===== config.mk =====
export PLATFORM = sky130hd
export DESIGN_NAME = pc_sequencer
export DESIGN_NICKNAME = d
export VERILOG_FILES = /design/src/rtl/pc_sequencer.sv
export SDC_FILE = /design/constraint.sdc
export NUM_CORES = 1
export LEC_CHECK = 0
export ABC_AREA = 1
export BUFFER_PORTS_ARGS = -buffer_cell sky130_fd_sc_hd__buf_4
export CAP_MARGIN = 20
export CORE_ASPECT_RATIO = 0.6
export CORE_MARGIN = 3
export CORE_UTILIZATION = 48
export CTS_BUF_LIST = sky130_fd_sc_hd__clkbuf_8
export DETAILED_ROUTE_END_ITERATION = 7
export PLACE_DENSITY = 0.78
export SETUP_SLACK_MARGIN = 0.1
export SYNTH_ARGS = -nofsm -noshare
export SYNTH_HDL_FRONTEND = slang
export SYNTH_SLANG_ARGS = --single-unit
export TNS_END_PERCENT = 100

===== constraint.sdc =====
create_clock -name clk_i -period 1.35 [get_ports clk_i]
set_input_delay 0.27 -clock clk_i [delete_from_list [all_inputs] [get_ports clk_i]]
set_output_delay 0.27 -clock clk_i [all_outputs]
set_load 0.01 [all_outputs]

===== src/rtl/pc_sequencer.sv =====
// Program counter and fetch sequencer for the single-cycle core.
// Optional misaligned-redirect trap is enabled by defining PC_SEQ_MISALIGN_TRAP_EN.
module pc_sequencer #(
  parameter int unsigned                    AddressWidth = 10,
  parameter logic [AddressWidth-1:0]        ResetVector  = '0,
  parameter int unsigned                    InstretWidth = 32
) (
  input  logic                    clk_i,
  input  logic                    rst_ni,
  input  logic                    en_i,
  input  logic                    halt_i,
  input  logic                    imem_ready_i,
  input  logic                    pc_src_sel_i,
  input  logic [AddressWidth-1:0] pc_target_i,
  output logic [AddressWidth-1:0] pc_o,
  output logic [AddressWidth-1:0] pc_plus4_o,
  output logic                    fetch_req_o,
  output logic                    retire_o,
  output logic                    halted_o,
  output logic                    fault_o,
  output logic [InstretWidth-1:0] instret_o,
  output logic [1:0]              state_o
);

  typedef enum logic [1:0] {
    ST_IDLE  = 2'b00,
    ST_RUN   = 2'b01,
    ST_HALT  = 2'b10,
    ST_FAULT = 2'b11
  } state_t;

  state_t                  state_r;
  state_t                  state_next_s;
  logic [AddressWidth-1:0] pc_r;
  logic [AddressWidth-1:0] pc_next_s;
  logic [AddressWidth-1:0] pc_plus4_s;
  logic [AddressWidth-1:0] commit_target_s;
  logic [InstretWidth-1:0] instret_r;
  logic [InstretWidth-1:0] instret_next_s;
  logic                    fetch_req_s;
  logic                    misalign_s;
  logic                    retire_s;

  function automatic logic [AddressWidth-1:0] add4(input logic [AddressWidth-1:0] a);
    add4 = a + AddressWidth'(4);
  endfunction

  function automatic logic low_bits_set(input logic [AddressWidth-1:0] a);
    low_bits_set = (a[1:0] != 2'b00);
  endfunction

  // Fetch/retire qualification and the address committed on a redirect
  always_comb begin
    pc_plus4_s  = add4(pc_r);
    fetch_req_s = (state_r == ST_RUN) && en_i;
`ifdef PC_SEQ_MISALIGN_TRAP_EN
    misalign_s      = pc_src_sel_i && low_bits_set(pc_target_i);
    commit_target_s = pc_target_i;
`else
    misalign_s      = 1'b0;
    commit_target_s = {pc_target_i[AddressWidth-1:2], 2'b00};
`endif
    retire_s = fetch_req_s && imem_ready_i && !misalign_s;
  end

  // Next-state, next-PC and retire-count logic
  always_comb begin
    state_next_s   = state_r;
    pc_next_s      = pc_r;
    instret_next_s = instret_r;
    case (state_r)
      ST_IDLE: begin
        if (en_i) begin
          state_next_s = ST_RUN;
        end else begin
          state_next_s = ST_IDLE;
        end
      end
      ST_RUN: begin
        if (!en_i) begin
          state_next_s = ST_IDLE;
        end else if (misalign_s && imem_ready_i) begin
          // Faulting instruction keeps its PC so software can inspect it
          state_next_s = ST_FAULT;
        end else if (retire_s) begin
          pc_next_s      = pc_src_sel_i ? commit_target_s : pc_plus4_s;
          instret_next_s = instret_r + InstretWidth'(1);
          if (halt_i) begin
            state_next_s = ST_HALT;
          end else begin
            state_next_s = ST_RUN;
          end
        end else begin
          state_next_s = ST_RUN;
        end
      end
      ST_HALT: begin
        state_next_s = ST_HALT;
      end
      ST_FAULT: begin
        state_next_s = ST_FAULT;
      end
      default: begin
        state_next_s = ST_IDLE;
      end
    endcase
  end

  // State, PC and retired-instruction counter registers
  always_ff @(posedge clk_i or negedge rst_ni) begin
    if (!rst_ni) begin
      state_r   <= ST_IDLE;
      pc_r      <= ResetVector;
      instret_r <= '0;
    end else begin
      state_r   <= state_next_s;
      pc_r      <= pc_next_s;
      instret_r <= instret_next_s;
    end
  end

  assign pc_o        = pc_r;
  assign pc_plus4_o  = pc_plus4_s;
  assign fetch_req_o = fetch_req_s;
  assign retire_o    = retire_s;
  assign halted_o    = (state_r == ST_HALT);
`ifdef PC_SEQ_MISALIGN_TRAP_EN
  assign fault_o     = (state_r == ST_FAULT);
`else
  assign fault_o     = 1'b0;
`endif
  assign instret_o   = instret_r;
  assign state_o     = state_r;

endmodule


==> results of run 1 <==
## stage by stage
stage	hold WS, ps	std cells
floorplan	-25.6	319
detailed placement	295	490
CTS	233	535
global placement	295	490
## logic make-up after synthesis
kind of cell | count (synthesis) | synth area share, %
AOI/OAI and AO/OA | 18 | 4.35
xor gates and xnor gates | 24 | 8.59
adders and majority gates | 2 | 1.02
buffers and inverters | 49 | 8.34
DFF | 42 | 43.0
other | 1 | 0.153
and+or+nand+nor | 179 | 34.6
## what timing repair did
item | 4_1_cts
setup endpoints to repair | 70
setup buffers | 36
endpoints found under the hold margin | 42
pin swaps | 37
resized for setup | 122
hold buffers | 1
cloned | 3
## synth_stat cells, types with 2 or more instances
library cell   n  share of area, %
a21oi_1        4              0.82
a22oi_1        2              0.61
buf_4          5               1.5
clkbuf_1       2              0.31
dfrtp_1       42                43
ha_1           2               1.0
inv_1         39               6.0
inv_2          2              0.31
nand2_1       89                14
nand2_2        4               1.0
nand3_1       13               2.7
nand3_2        3               1.2
nand3b_1       2              0.61
nand4_1       13               3.3
nor2_1        35               5.4
nor2_2         8               2.0
nor2_4         4               1.8
nor3_1         3              0.61
nor3_2         2              0.82
o21ai_0        6               1.2
xnor2_1       13               4.7
xor2_1        11               3.9
==> impl_results.md, run 1 <==
- Worst slack, placed: -90.6 ps
- Post-synthesis sequential area ratio: a little over two fifths
- Worst_ep grt: pc_plus4_o[8]
- Number of port buffers: 66
- Mapped Cells: 315
- Yosys cell types: 33
- Ys async rst share: 100%
- Mean post-synth cell area: 7.77 µm²
- Failed at: 5_1_grt
- CTS buffer count: 5
- H-tree Lvls: 2
- Post-Syn Area: approximately 0.0024 mm²
- Clock sinks: 42
- Die height: 61.3 µm
- CTS max path bufs: 2
- Row count: 19
- Worst EP Category: primary output
- Synth Register Bits: 42
- Largest net degree at the start of global routing: 43
- Initial Utilization: 51.7%
- Number of flops mapped to enable cells by yosys: 0
- Synthesis Warnings: 0
- IO Count: 74
- Die X-Extent: 98.2 µm
- Routability Congestion: about 0.91
- Commonest register cell after synthesis: dfrtp_1
- Root Buffer: clkbuf_8
- First Err: [ERROR DPL-0038] Utilization greater than 100%, impossible to legalize
- Post-DP HPWL: 5.53 mm
- Area after DPL: 0.00341 mm²
- Outcome: aborted with a tool error
==> run 2, diff against run 1 <==
--- a/config.mk
+++ b/config.mk
@@ -8,13 +8,10 @@
 export ABC_AREA = 1
 export BUFFER_PORTS_ARGS = -buffer_cell sky130_fd_sc_hd__buf_4
 export CAP_MARGIN = 20
-export CORE_ASPECT_RATIO = 0.6
 export CORE_MARGIN = 3
-export CORE_UTILIZATION = 48
-export CTS_BUF_LIST = sky130_fd_sc_hd__clkbuf_8
+export CORE_UTILIZATION = 40
 export DETAILED_ROUTE_END_ITERATION = 7
-export PLACE_DENSITY = 0.78
-export SETUP_SLACK_MARGIN = 0.1
+export PLACE_DENSITY_LB_ADDON = 0.15
 export SYNTH_ARGS = -nofsm -noshare
 export SYNTH_HDL_FRONTEND = slang
 export SYNTH_SLANG_ARGS = --single-unit
==> constraint.sdc (replaced) <==
create_clock -name clk_i -period 1.8 [get_ports clk_i]
set_input_delay 0.36 -clock clk_i [delete_from_list [all_inputs] [get_ports clk_i]]
set_output_delay 0.36 -clock clk_i [all_outputs]
set_load 0.01 [all_outputs]
==> run 2 against run 1 <==
The flow now finishes without violations. Synthesized area did not move. Synthesized cell count unchanged.
==> impl_results.md, run 2 <==
- Number of diodes: 0
- Share of cells above drive strength 1: a little under a third
- Final worst slack: ~6 ps
- Grt total ovfl: 0
- Vias in the first global route: 2,113
- Post-synth top area cell: dfrtp_1 (unchanged)
- Number of flops mapped to enable cells by yosys: 0 (unchanged)
- Global Route Usage Sum: approximately 18%
- Yosys cell types: 33 (unchanged)
- Power Density: between 500 and 600 mW/mm²
- DRC viols: 0
- Leakage: between 1.5 and 2 nW
- Critical Path Sink Type: output pin
- Drt first-iter violations: roughly 130
- Post-Syn Area: 0.00245 mm² (unchanged)
- Ys async rst share: 100% (unchanged)
- Root Buffer: clkbuf_8 (unchanged)
- Max VDD drop: around 0.00035 V
- Clock insertion delay at the later pin of the skew report: 300 ps
- CTS max path bufs: 2 (unchanged)
- Hold WC Path Type: input port to async pin
- Routability Congestion: 0.828 (was 0.908)
- Worst Setup SP: pc_o[2]
- Reg2Reg Launch Point: pc_o[2]
- Minimum clock period: ~1800 ps
- Setup CP Type: flop to output pin
- Largest net degree at the start of global routing: 43
- Worst Path Buf+Inv: 2
- Critical path's slowest cell: dfrtp_1
- IO Count: 74 (unchanged)
- Global-route wire length before repair: between 10 and 15 mm
- DRT Pass-1 Iters: 5
- Die X-Extent: 84.2 µm (was 98.2 µm)
- FF-to-FF setup slack: around 180 ps
- Reg2reg end: pc_o[8]
- Maximum operating frequency: around 560 MHz
- Post-DP HPWL: 4.35 mm (was 5.53 mm)
- Final clock skew: 9.98 ps
- Share of the synthesized area in the top cell type: 43.0% (unchanged)
- CTS clk-pin slew, worst paths: roughly 90 ps
- Final slew viol count: 0
- Synth top area cells: dfrtp_1 (43%), nand2_1 (14%), inv_1 (6.0%), nor2_1 (5.4%), xnor2_1 (4.7%) (unchanged)
- Filler instances: about 560
- Initial antenna violation count: 0
- Startpoint types: flop
- Slowest stage delay, CP: roughly 400 ps
- Die ar.: just over 0.007 mm²
- Commonest non-fill, non-tap cells in the layout: nand2_1 (89), buf_4 (78), dfrtp_1 (41)
- Max-Cap Viols: 0
- Final nets: 415
- Fin. Hold Viols: 0
- CP cell instances: ha_2 > nand3_4 > buf_6 > xor2_2 > buf_4
- Mean post-synth cell area: 7.77 µm² (unchanged)
- CP arrival: 1430 ps
- Commonest cells in the netlist: nand2_1 (89), dfrtp_1 (42), inv_1 (39) (unchanged)
- H-tree Lvls: 2 (unchanged)
- Final setup violation count: 0
- Number of port buffers: 66 (unchanged)
- Crit path max-delay family: flip-flops
- Worst slew margin: a little under two thirds
- Commonest register cell after synthesis: dfrtp_1 (unchanged)
- CTS buffer count: 5 (unchanged)
- CP Capture Point: pc_plus4_o[6]
- Critical Path RT: around 1400 ps
- Synth-to-layout area growth: 33.4%
- Setup TNS Final: 0 ps
- Routed wire length: roughly 6 mm
- Cells on worst reg2reg path: 10
- Period utilization: 99.7%
- Outcome: complete, no violations (was aborted with a tool error)
- Synthesis Warnings: 0 (unchanged)
- Post-synthesis sequential area ratio: 43.0% (unchanged)
- Synth Register Bits: 42 (unchanged)
- Number of flip-flops in the largest register: 32
- Die height: 84.2 µm (was 61.3 µm)
- Initial Utilization: 42.8% (was 51.7%)
- Commonest non-fill, non-tap cell in the layout: nand2_1
- DR vias: roughly 2,200
- Remaining antenna violation count: 0
- Mapped Cells: 315 (unchanged)
- Crit path depth: 5
- Core Area: roughly 0.0057 mm²
- Clock sinks: 42 (unchanged)
- Crit path max fanout: 3
- RSZ-0062 raised after global routing: true
- Least-Margin Pin Slew: 547 ps
- Top-count cell post-synth: nand2_1 (unchanged)
- Via-to-Cell Ratio: between 4 and 5
- Worst slack, placed: 222 ps (was -90.6 ps)
- Row count: 27 (was 19)
- CTS tree: built
- Per-cell routed wire length: about 13 µm
==> run 2: routing by layer <==
layer / vias to the layer above / global-route usage (%) / wire (µm)
met5: - / 0 / 0
met4: 0 / 3.65 / 57
met3: 6 / 4.22 / 401
met2: 67 / 29.8 / 2930
met1: 1028 / 23.0 / 2660
li1: 1140 / - / -
==> run 2: layout make-up <==
class / instances / area [µm²] / area share (%)
Timing Repair Buffer: 79 / 597 / 18.3
Clock buffer: 5 / 68.8 / 2.11
Multi-Input combinational cell: 228 / 1260 / 38.6
Tap cell: 72 / 90.1 / 2.76
Inverter: 41 / 156 / 4.79
Clock inverter: 3 / 40.0 / 1.23
Sequential cell: 42 / 1050 / 32.2
==> run 2: worst min-delay path by stage <==
stage	startpoint	to	slack [ps]	cells past startpoint
2_1_floorplan	rst_ni	instret_o[0]	60	0
3_3_place_gp	rst_ni	instret_o[4]	390	1
3_5_place_dp	rst_ni	instret_o[4]	390	1
4_1_cts	rst_ni	instret_o[4]	60	1
5_1_grt	rst_ni	instret_o[3]	80	1
6_report	rst_ni	instret_o[4]	30	1
==> run 2: what timing repair did <==
action,CTS,global route
resized for setup,5,9
pin swaps,2,5
endpoints found under the hold margin,0,0
hold buffers,0,0
buffers inserted,9,4
endpoints found under the setup margin,4,7
==> run 2: power breakdown <==
group          switching [mW]  total, mW  internal, mW
logic                  0.0353     0.0557        0.0204
clock network           0.339      0.747         0.409
registers                   0      0.943         0.943
total                   0.374       1.75          1.37
==> run 2: logic make-up after synthesis <==
group           synth area share, %
simple gates                   34.6
flops                          43.0
xor+xnor                       8.59
fa+ha+maj                      1.02
buf+inv                        8.34
compound gates                 4.35
other cells                   0.153
==> run 2: metrics by stage <==
stage | power (mW) | hold slack, ps | instances | area, µm² | utilization (%)
final | 1.75 | 34.8 | 470 | 3260 | 57.2
after detailed placement | 1.02 | 391 | 450 | 3000 | 52.6
after global routing | 1.83 | 82.9 | 470 | 3260 | 57.2
after CTS | 1.76 | 61.4 | 467 | 3190 | 56.0
after global placement | 1.02 | 387 | 450 | 3000 | 52.6
after floorplan | 0.983 | 64.4 | 319 | 2460 | -
(Power assumes the default switching activity.)
